<file path="src/rtl/ctrl_hazard_stage.sv">
// ID/EX pipeline register with main control decode, load-use hazard
// detection, a sticky illegal-opcode flag and a saturating stall counter.
module ctrl_hazard_stage #(
   parameter int REG_W      = 5,
   parameter int ALUOP_W    = 3,
   parameter int CNT_W      = 16,
   parameter int ENABLE_BNE = 1
) (
   input  logic               clk,
   input  logic               rst_n,
   input  logic               id_valid,
   input  logic [5:0]         id_opcode,
   input  logic [REG_W-1:0]   id_rs,
   input  logic [REG_W-1:0]   id_rt,
   input  logic               flush,
   input  logic               cnt_clr,
   output logic               ex_valid,
   output logic               ex_RegWrite,
   output logic               ex_MemRead,
   output logic               ex_MemWrite,
   output logic               ex_ALUSrc,
   output logic               ex_Branch,
   output logic               ex_BranchNe,
   output logic               ex_Jump,
   output logic [1:0]         ex_RegDst,
   output logic [1:0]         ex_MemtoReg,
   output logic [ALUOP_W-1:0] ex_ALUOp,
   output logic [REG_W-1:0]   ex_rt,
   output logic               stall,
   output logic               illegal,
   output logic [CNT_W-1:0]   stall_cnt
);

   localparam logic [5:0] OP_R    = 6'b000000;
   localparam logic [5:0] OP_ADDI = 6'b001000;
   localparam logic [5:0] OP_ANDI = 6'b001100;
   localparam logic [5:0] OP_ORI  = 6'b001101;
   localparam logic [5:0] OP_SLTI = 6'b001010;
   localparam logic [5:0] OP_LW   = 6'b100011;
   localparam logic [5:0] OP_SW   = 6'b101011;
   localparam logic [5:0] OP_BEQ  = 6'b000100;
   localparam logic [5:0] OP_BNE  = 6'b000101;
   localparam logic [5:0] OP_JAL  = 6'b000011;
   localparam logic [5:0] OP_J    = 6'b000010;

   localparam logic [2:0] ALU_ADD = 3'b000;
   localparam logic [2:0] ALU_SUB = 3'b001;
   localparam logic [2:0] ALU_RF  = 3'b010;
   localparam logic [2:0] ALU_AND = 3'b011;
   localparam logic [2:0] ALU_OR  = 3'b100;
   localparam logic [2:0] ALU_SLT = 3'b101;

   localparam logic [CNT_W-1:0] CNT_MAX = '1;

   typedef struct packed {
      logic               reg_write;
      logic               mem_read;
      logic               mem_write;
      logic               alu_src;
      logic               branch;
      logic               branch_ne;
      logic               jump;
      logic [1:0]         reg_dst;
      logic [1:0]         mem_to_reg;
      logic [ALUOP_W-1:0] alu_op;
   } ctrl_t;

   ctrl_t            dec;
   logic             dec_ok;
   ctrl_t            ex_q;
   logic             bubble;

   // Main control decode; every unlisted field stays 0 so no X leaves the block
   always_comb begin
      dec    = '0;
      dec_ok = 1'b1;
      case (id_opcode)
         OP_R: begin
            dec.reg_dst = 2'b01; dec.reg_write = 1'b1; dec.alu_op[2:0] = ALU_RF;
         end
         OP_ADDI: begin
            dec.alu_src = 1'b1; dec.reg_write = 1'b1; dec.alu_op[2:0] = ALU_ADD;
         end
         OP_ANDI: begin
            dec.alu_src = 1'b1; dec.reg_write = 1'b1; dec.alu_op[2:0] = ALU_AND;
         end
         OP_ORI: begin
            dec.alu_src = 1'b1; dec.reg_write = 1'b1; dec.alu_op[2:0] = ALU_OR;
         end
         OP_SLTI: begin
            dec.alu_src = 1'b1; dec.reg_write = 1'b1; dec.alu_op[2:0] = ALU_SLT;
         end
         OP_LW: begin
            dec.alu_src = 1'b1; dec.mem_to_reg = 2'b01; dec.reg_write = 1'b1;
            dec.mem_read = 1'b1; dec.alu_op[2:0] = ALU_ADD;
         end
         OP_SW: begin
            dec.alu_src = 1'b1; dec.mem_write = 1'b1; dec.alu_op[2:0] = ALU_ADD;
         end
         OP_BEQ: begin
            dec.branch = 1'b1; dec.alu_op[2:0] = ALU_SUB;
         end
         OP_BNE: begin
            if (ENABLE_BNE != 0) begin
               dec.branch_ne = 1'b1; dec.alu_op[2:0] = ALU_SUB;
            end else begin
               dec_ok = 1'b0;
            end
         end
         OP_JAL: begin
            dec.reg_dst = 2'b10; dec.mem_to_reg = 2'b10; dec.reg_write = 1'b1;
            dec.jump = 1'b1;
         end
         OP_J: dec.jump = 1'b1;
         default: dec_ok = 1'b0;
      endcase
   end

   // Load-use hazard: the load in EX targets a register the ID instruction reads
   assign stall = id_valid & ex_valid & ex_q.mem_read & (ex_rt != '0) &
                  ((ex_rt == id_rs) | (ex_rt == id_rt)) & ~flush;

   // Anything other than a legal, valid, unsquashed, unstalled instruction is a bubble
   assign bubble = flush | stall | ~id_valid | ~dec_ok;

   // ID/EX register; a bubble clears control so a stall lasts a single cycle
   always_ff @(posedge clk or negedge rst_n) begin
      if (!rst_n) begin
         ex_q     <= '0;
         ex_valid <= 1'b0;
         ex_rt    <= '0;
      end else if (bubble) begin
         ex_q     <= '0;
         ex_valid <= 1'b0;
         ex_rt    <= '0;
      end else begin
         ex_q     <= dec;
         ex_valid <= 1'b1;
         ex_rt    <= id_rt;
      end
   end

   // Sticky flag: set only when an unrecognised opcode would otherwise have issued
   always_ff @(posedge clk or negedge rst_n) begin
      if (!rst_n)                                  illegal <= 1'b0;
      else if (id_valid & ~flush & ~stall & ~dec_ok) illegal <= 1'b1;
   end

   // Saturating stall counter; clear beats a simultaneous increment
   always_ff @(posedge clk or negedge rst_n) begin
      if (!rst_n)                              stall_cnt <= '0;
      else if (cnt_clr)                        stall_cnt <= '0;
      else if (stall && stall_cnt != CNT_MAX)  stall_cnt <= stall_cnt + 1'b1;
   end

   assign ex_RegWrite = ex_q.reg_write;
   assign ex_MemRead  = ex_q.mem_read;
   assign ex_MemWrite = ex_q.mem_write;
   assign ex_ALUSrc   = ex_q.alu_src;
   assign ex_Branch   = ex_q.branch;
   assign ex_BranchNe = ex_q.branch_ne;
   assign ex_Jump     = ex_q.jump;
   assign ex_RegDst   = ex_q.reg_dst;
   assign ex_MemtoReg = ex_q.mem_to_reg;
   assign ex_ALUOp    = ex_q.alu_op;

endmodule

</file>
<file path="config.mk">
export PLATFORM = sky130hd
export DESIGN_NAME = ctrl_hazard_stage
export DESIGN_NICKNAME = d
export VERILOG_FILES = /design/src/rtl/ctrl_hazard_stage.sv
export SDC_FILE = /design/constraint.sdc
export NUM_CORES = 1
export LEC_CHECK = 0
export CAP_MARGIN = 0
export CORE_ASPECT_RATIO = 0.75
export CORE_MARGIN = 2
export CORE_UTILIZATION = 60
export CTS_BUF_LIST = sky130_fd_sc_hd__clkbuf_8 sky130_fd_sc_hd__clkbuf_16
export DETAILED_ROUTE_END_ITERATION = 8
export DONT_BUFFER_PORTS = 1
export PLACE_DENSITY = 0.76
export SYNTH_ARGS = -nofsm -noshare
export SYNTH_HDL_FRONTEND = slang
export SYNTH_SLANG_ARGS = --single-unit
</file>
<file path="constraint.sdc">
create_clock -name clk -period 2.5 [get_ports clk]
set_input_delay 0.625 -clock clk [delete_from_list [all_inputs] [get_ports clk]]
set_output_delay 0.625 -clock clk [all_outputs]
set_load 0.02 [all_outputs]
</file>
**After elaboration in Yosys (flattened, before gate mapping)**

Index checks and enable logic that the tools add are counted.
Widths: inputs -> output; s select.

- Flip-flop bits (word level): 37
- Bits in latches: 0
- RAM bits: 0
- ROM bits: 0
- Input port bits: 21
- Word-level logic and storage cells: 69
- Memories kept: 0

- Add/subtract/negate cells: 1
- Multiply operators: 0
- Divide/modulo/power cells: 0
- $lt $le $gt $ge: 0
- Equal/unequal tests: 13
- Shift operators: 0
- Mux-type cells: 16
- Bitwise gates (word level): 16
- Reduce and logical (&&, ||, !) cells: 9

Operators by type and width:

| cell | number |
|---|---|
| $mux 16 | 2 |
| $eq 6x4->1 const B | 4 |
| $add 16x1->16 const B | 1 |
| $ne 16x16->1 const B | 1 |
| $pmux 3 s5 | 1 |
| $mux 14 | 1 |
| $eq 6x2->1 const B | 2 |
| $eq 6x3->1 const B | 2 |
| $eq 6x6->1 const B | 2 |
| $reduce_or 11->1 | 1 |
| $eq 5x5->1 | 2 |
| $mux 1 | 9 |
| $and 1x1->1 | 8 |
| $pmux 2 s2 | 2 |
| $reduce_or 7->1 | 1 |
| $logic_not 6->1 | 1 |
| $reduce_or 6->1 | 1 |
| $mux 5 | 1 |
| $reduce_bool 5->1 | 1 |
| $not 1->1 | 4 |
| $or 1x1->1 | 4 |
| $reduce_or 2->1 | 2 |
| $reduce_bool 2->1 | 1 |
| $logic_and 1x1->1 | 1 |

**Depth between registers and ports, before layout**

Gate-level depths: netlist (run 1).

- Depth after elaboration: 9
- Mapped depth: 8

**Least setup slack after synthesis (run 1)**

Ideal clock, no wire load.

- Path type: input to output
- Start: input port id_rs[0]
- End: output port stall
- Arrival: 1.938 ns
- Slack: -0.063 ns
- Cell stages on the path: 6
- Path through: xor2_1 -> nor3_1 -> a22oi_1 -> clkbuf_1 -> buf_2 -> nor3_1

- Longest elaborated chain between the ends: 4

Ends and longest elaborated chain:

| what | line | text |
|---|---|---|
| start, declared | 13 | `input logic [REG_W-1:0] id_rs,` |
| $eq 5x5->1 | 121 | `((ex_rt == id_rs) \| (ex_rt == id_rt)) & ~flush;` |
| $or 1x1->1 | 121 |  |
| $and 1x1->1 | 120 | `assign stall = id_valid & ex_valid & ex_q.mem_read & (ex_rt != '0) &` |
| $and 1x1->1 | 121 |  |
| end, declared | 29 | `output logic stall,` |

Every way passes these cells.

**Worst setup path in the final report (run 1)**

- Start: register ex_rt[3]
- End: output port stall

- Longest elaborated chain between the ends: 4
- Elaborated cells between the ends (all ways): 7
- Classes of those cells: 2 x eq/ne; 4 x bitwise; 1 x reduce/logical

Ends and longest elaborated chain:

| what | line | text |
|---|---|---|
| start, declared | 28 | `output logic [REG_W-1:0] ex_rt,` |
| start signal, assigned | 139 | `ex_rt <= id_rt;` |
| $eq 5x5->1 or $reduce_bool 5->1 (tied branches) | 121, 120 |  |
| $or 1x1->1 or $and 1x1->1 (tied branches) | 121, 120 |  |
| $and 1x1->1 * | 120 |  |
| $and 1x1->1 * | 121 |  |

Mark *: on every way between the ends. The rest lies on a longest branch, timed or not.

==> results of run 1 <==
-- kinds of logic after synthesis --
kind of cell               count (synthesis)  share of synthesized area
and+or+nand+nor                          100                      0.295
AOI/OAI and AO/OA                         39                      0.121
muxes                                      5                     0.0312
xor gates and xnor gates                  10                     0.0429
adders and majority gates                  1                    0.00612
DFF                                       36                      0.441
buffers and inverters                     23                     0.0631
-- cell type report --
cell class	count	area, um2	share of cell area
Clock inverter	3	38.8	0.0179
Inverter	11	41.3	0.0191
Sequential cell	36	901	0.417
Tap cell	40	50.0	0.0231
Timing Repair Buffer	5	37.5	0.0174
Multi-Input combinational cell	155	1020	0.474
Clock buffer	5	68.8	0.0318
-- placed cells by master (no fill, tap or decap), types with 3 or more instances in the layout --
master / Yosys / final
a21oi_1: 14 / 14
and2_1: 3 / 3
buf_4: 2 / 5
clkbuf_8: 1 / 5
dfrtp_1: 36 / 36
inv_1: 11 / 12
nand2_1: 10 / 10
nand2b_1: 3 / 3
nand3_1: 11 / 11
nor2_1: 20 / 20
nor2b_1: 5 / 5
nor3_1: 15 / 14
nor4_1: 4 / 4
o21ai_0: 10 / 10
o31ai_1: 6 / 6
or4_1: 6 / 6
or4_4: 3 / 3
xor2_1: 10 / 10
-- power groups by stage --
stage	logic (mW)	clock network, mW	registers, mW
after floorplan	0.0561	0	0.604
after global placement	0.0539	0	0.605
after detailed placement	0.0557	0	0.605
after CTS	0.0568	0.504	0.594
after global routing	0.0642	0.528	0.594
final	0.0572	0.497	0.594
-- per-layer routing --
| layer | part of all wire | GRT usage | vias up | routed length, um |
|---|---|---|---|---|
| met3 | 0.11 | 0.0866 | 4 | 504 |
| met4 | 0.0079 | 0.0881 | 0 | 36 |
| li1 | - | - | 764 | - |
| met5 | 0 | 0 | - | 0 |
| met1 | 0.42 | 0.322 | 796 | 1910 |
| met2 | 0.46 | 0.397 | 73 | 2090 |
-- worst max-delay path, cell delays in order (launching register included) --
cell and delay, ns:
dfrtp_1 0.49, or4_4 0.59, o211ai_2 0.28, nor3_4 0.11
-- timing repair --
action	in CTS	in global routing
endpoints found under the setup margin	1	1
resized for setup	1	0
pin swaps	0	1
hold endpoints to repair	0	0
-- worst paths after layout --
kind / start / slack, ns / endpoint
max: ex_rt[3]$_DFF_PN0_ / 0.12 / stall
max in group asynchronous: rst_n / 2.38 / stall_cnt[6]$_DFFE_PN0P_
min: rst_n / 0.02 / stall_cnt[14]$_DFFE_PN0P_
min reg2reg: illegal$_DFFE_PN0P_ / 0.67 / illegal$_DFFE_PN0P_
max reg2reg: ex_rt[2]$_DFF_PN0_ / 0.26 / ex_MemWrite$_DFF_PN0_
min in group clk: cnt_clr / 0.39 / stall_cnt[2]$_DFFE_PN0P_
-- state kept, by name, indices dropped and copies added (netlist names), 2 cells and up --
name and count:
stall_cnt 16, ex_rt 5, ex_ALUOp 3, ex_MemtoReg 2
==> impl_metrics.tcl, run 1 <==
set metrics [dict create \
    wl_um 4550 \
    drv_slew 0 \
    synth_commonest_cells "36 x dfrtp_1, 20 x nor2_1, 15 x nor3_1, 14 x a21oi_1" \
    drtIter0Drc 135 \
    fp-row-count 18 \
    setup-violations-final 0 \
    yosysTopAreaCellShare 0.441 \
    p_clk_frac 0.433 \
    grt_overflow 0 \
    port_buffers 0 \
    hold_viol 0 \
    die_h_um 54.5 \
    nets 236 \
    area_growth_pct 5.82 \
    grt_pass1_vias 1584 \
    boundaryPins 59 \
    fill_cells 269 \
    num_antenna_cells 0 \
    tns_ns 0 \
    fp.dieW_um 71.4 \
    netSwitchingFraction 0.216 \
    synth-seq-area-share 0.441 \
    antenna_found_initial 0 \
    crit_arrival_ns 1.75 \
    whs_ns 0.0239 \
    cap_viol_max_count 0 \
    ant_nets 0 \
    p_int_uw 901 \
    setup_slack_ns 0.123 \
    finalCritPeriodShare 0.951 \
    hp-class "in -> async" \
    critPathKind "reg -> out" \
    root_buffer "clkbuf_8" \
    ys_seq_elements 36 \
    drive_gt1_frac 0.149 \
    hpwl_um 3230 \
    fmax_mhz 421 \
    cts_made_buffers 5 \
    postLayoutCoreUtil 0.662 \
    syn_area_um2 2040 \
    grt_max_degree 37 \
    min_period_ns 2.38 \
    cts.clk_slew.worst_paths_ns 0.08 \
    async_reset_ff_frac 1.00 \
    worst-path-max-fanout 4 \
    post-cts-setup-buffer-count 0 \
    max_slew.worst_pin.slew_ns 0.573 \
    start_util 0.626 \
    switching_power_uw 248 \
    placed_cells 247 \
    cts_tree "built" \
    final_cell_area_um2 2160 \
    grt.total_usage 0.249 \
    synth_top_area_cell "dfrtp_1" \
    avgViaCountPerCell 6.42 \
    placed_area_um2 2050 \
    synth_most_common_cell "dfrtp_1" \
    core_area_um2 3270 \
    yosysUniqueCellTypes 49 \
    gp_congestion 0.870 \
    postCtsHoldBufs 0 \
    relSlewSlack 0.618 \
    die-area_um2 3890 \
    peakVddDrop_uv 355 \
    cts.sinks 36 \
    power.share.combinational 0.050 \
    finalPower_mw 1.15 \
    p_seq_frac 0.517 \
    clock_skew_ns 0.00927 \
    ys.flop_type "dfrtp_1" \
    required_ns 1.88 \
    drcViolationCount 0 \
    cp-end-kind "output port" \
    fin_cells 255 \
    worstSetupStartpointType "flip-flop" \
    post_drt_wl_per_cell_um 17.8 \
    synth_area_leaders "dfrtp_1 44%, xor2_1 4.3%, nor2_1 3.7%" \
    rr_worst_depth 6 \
    clockBufferDepth 2 \
    syn-num-nets 236 \
    synth-edff-count 0 \
    num_vias 1637 \
    p_per_area_nw_per_um2 531 \
    p_leak_nw 0.963 \
    syn_avg_cell_area_um2 9.55 \
    rsz0062_at_grt "false" \
    htreeDepth 2 \
    clock_latency_ns 0.29 \
    dr.pass1.iters 4 \
    status "completed" \
    place_ws_ns 0.261 \
    synth_cells 214 \
    grt_first_pass_wirelength_um 7360 \
    ys_warn_count 0 \
]
Note: power is estimated with default switching activity, not from simulation.
==> run 2: changes to the inputs <==
- ABC_CLOCK_PERIOD_IN_PS: unset -> 2500
==> results of run 2 <==
Same layout as run 1: the final DEF is identical, and so are final timing and power.
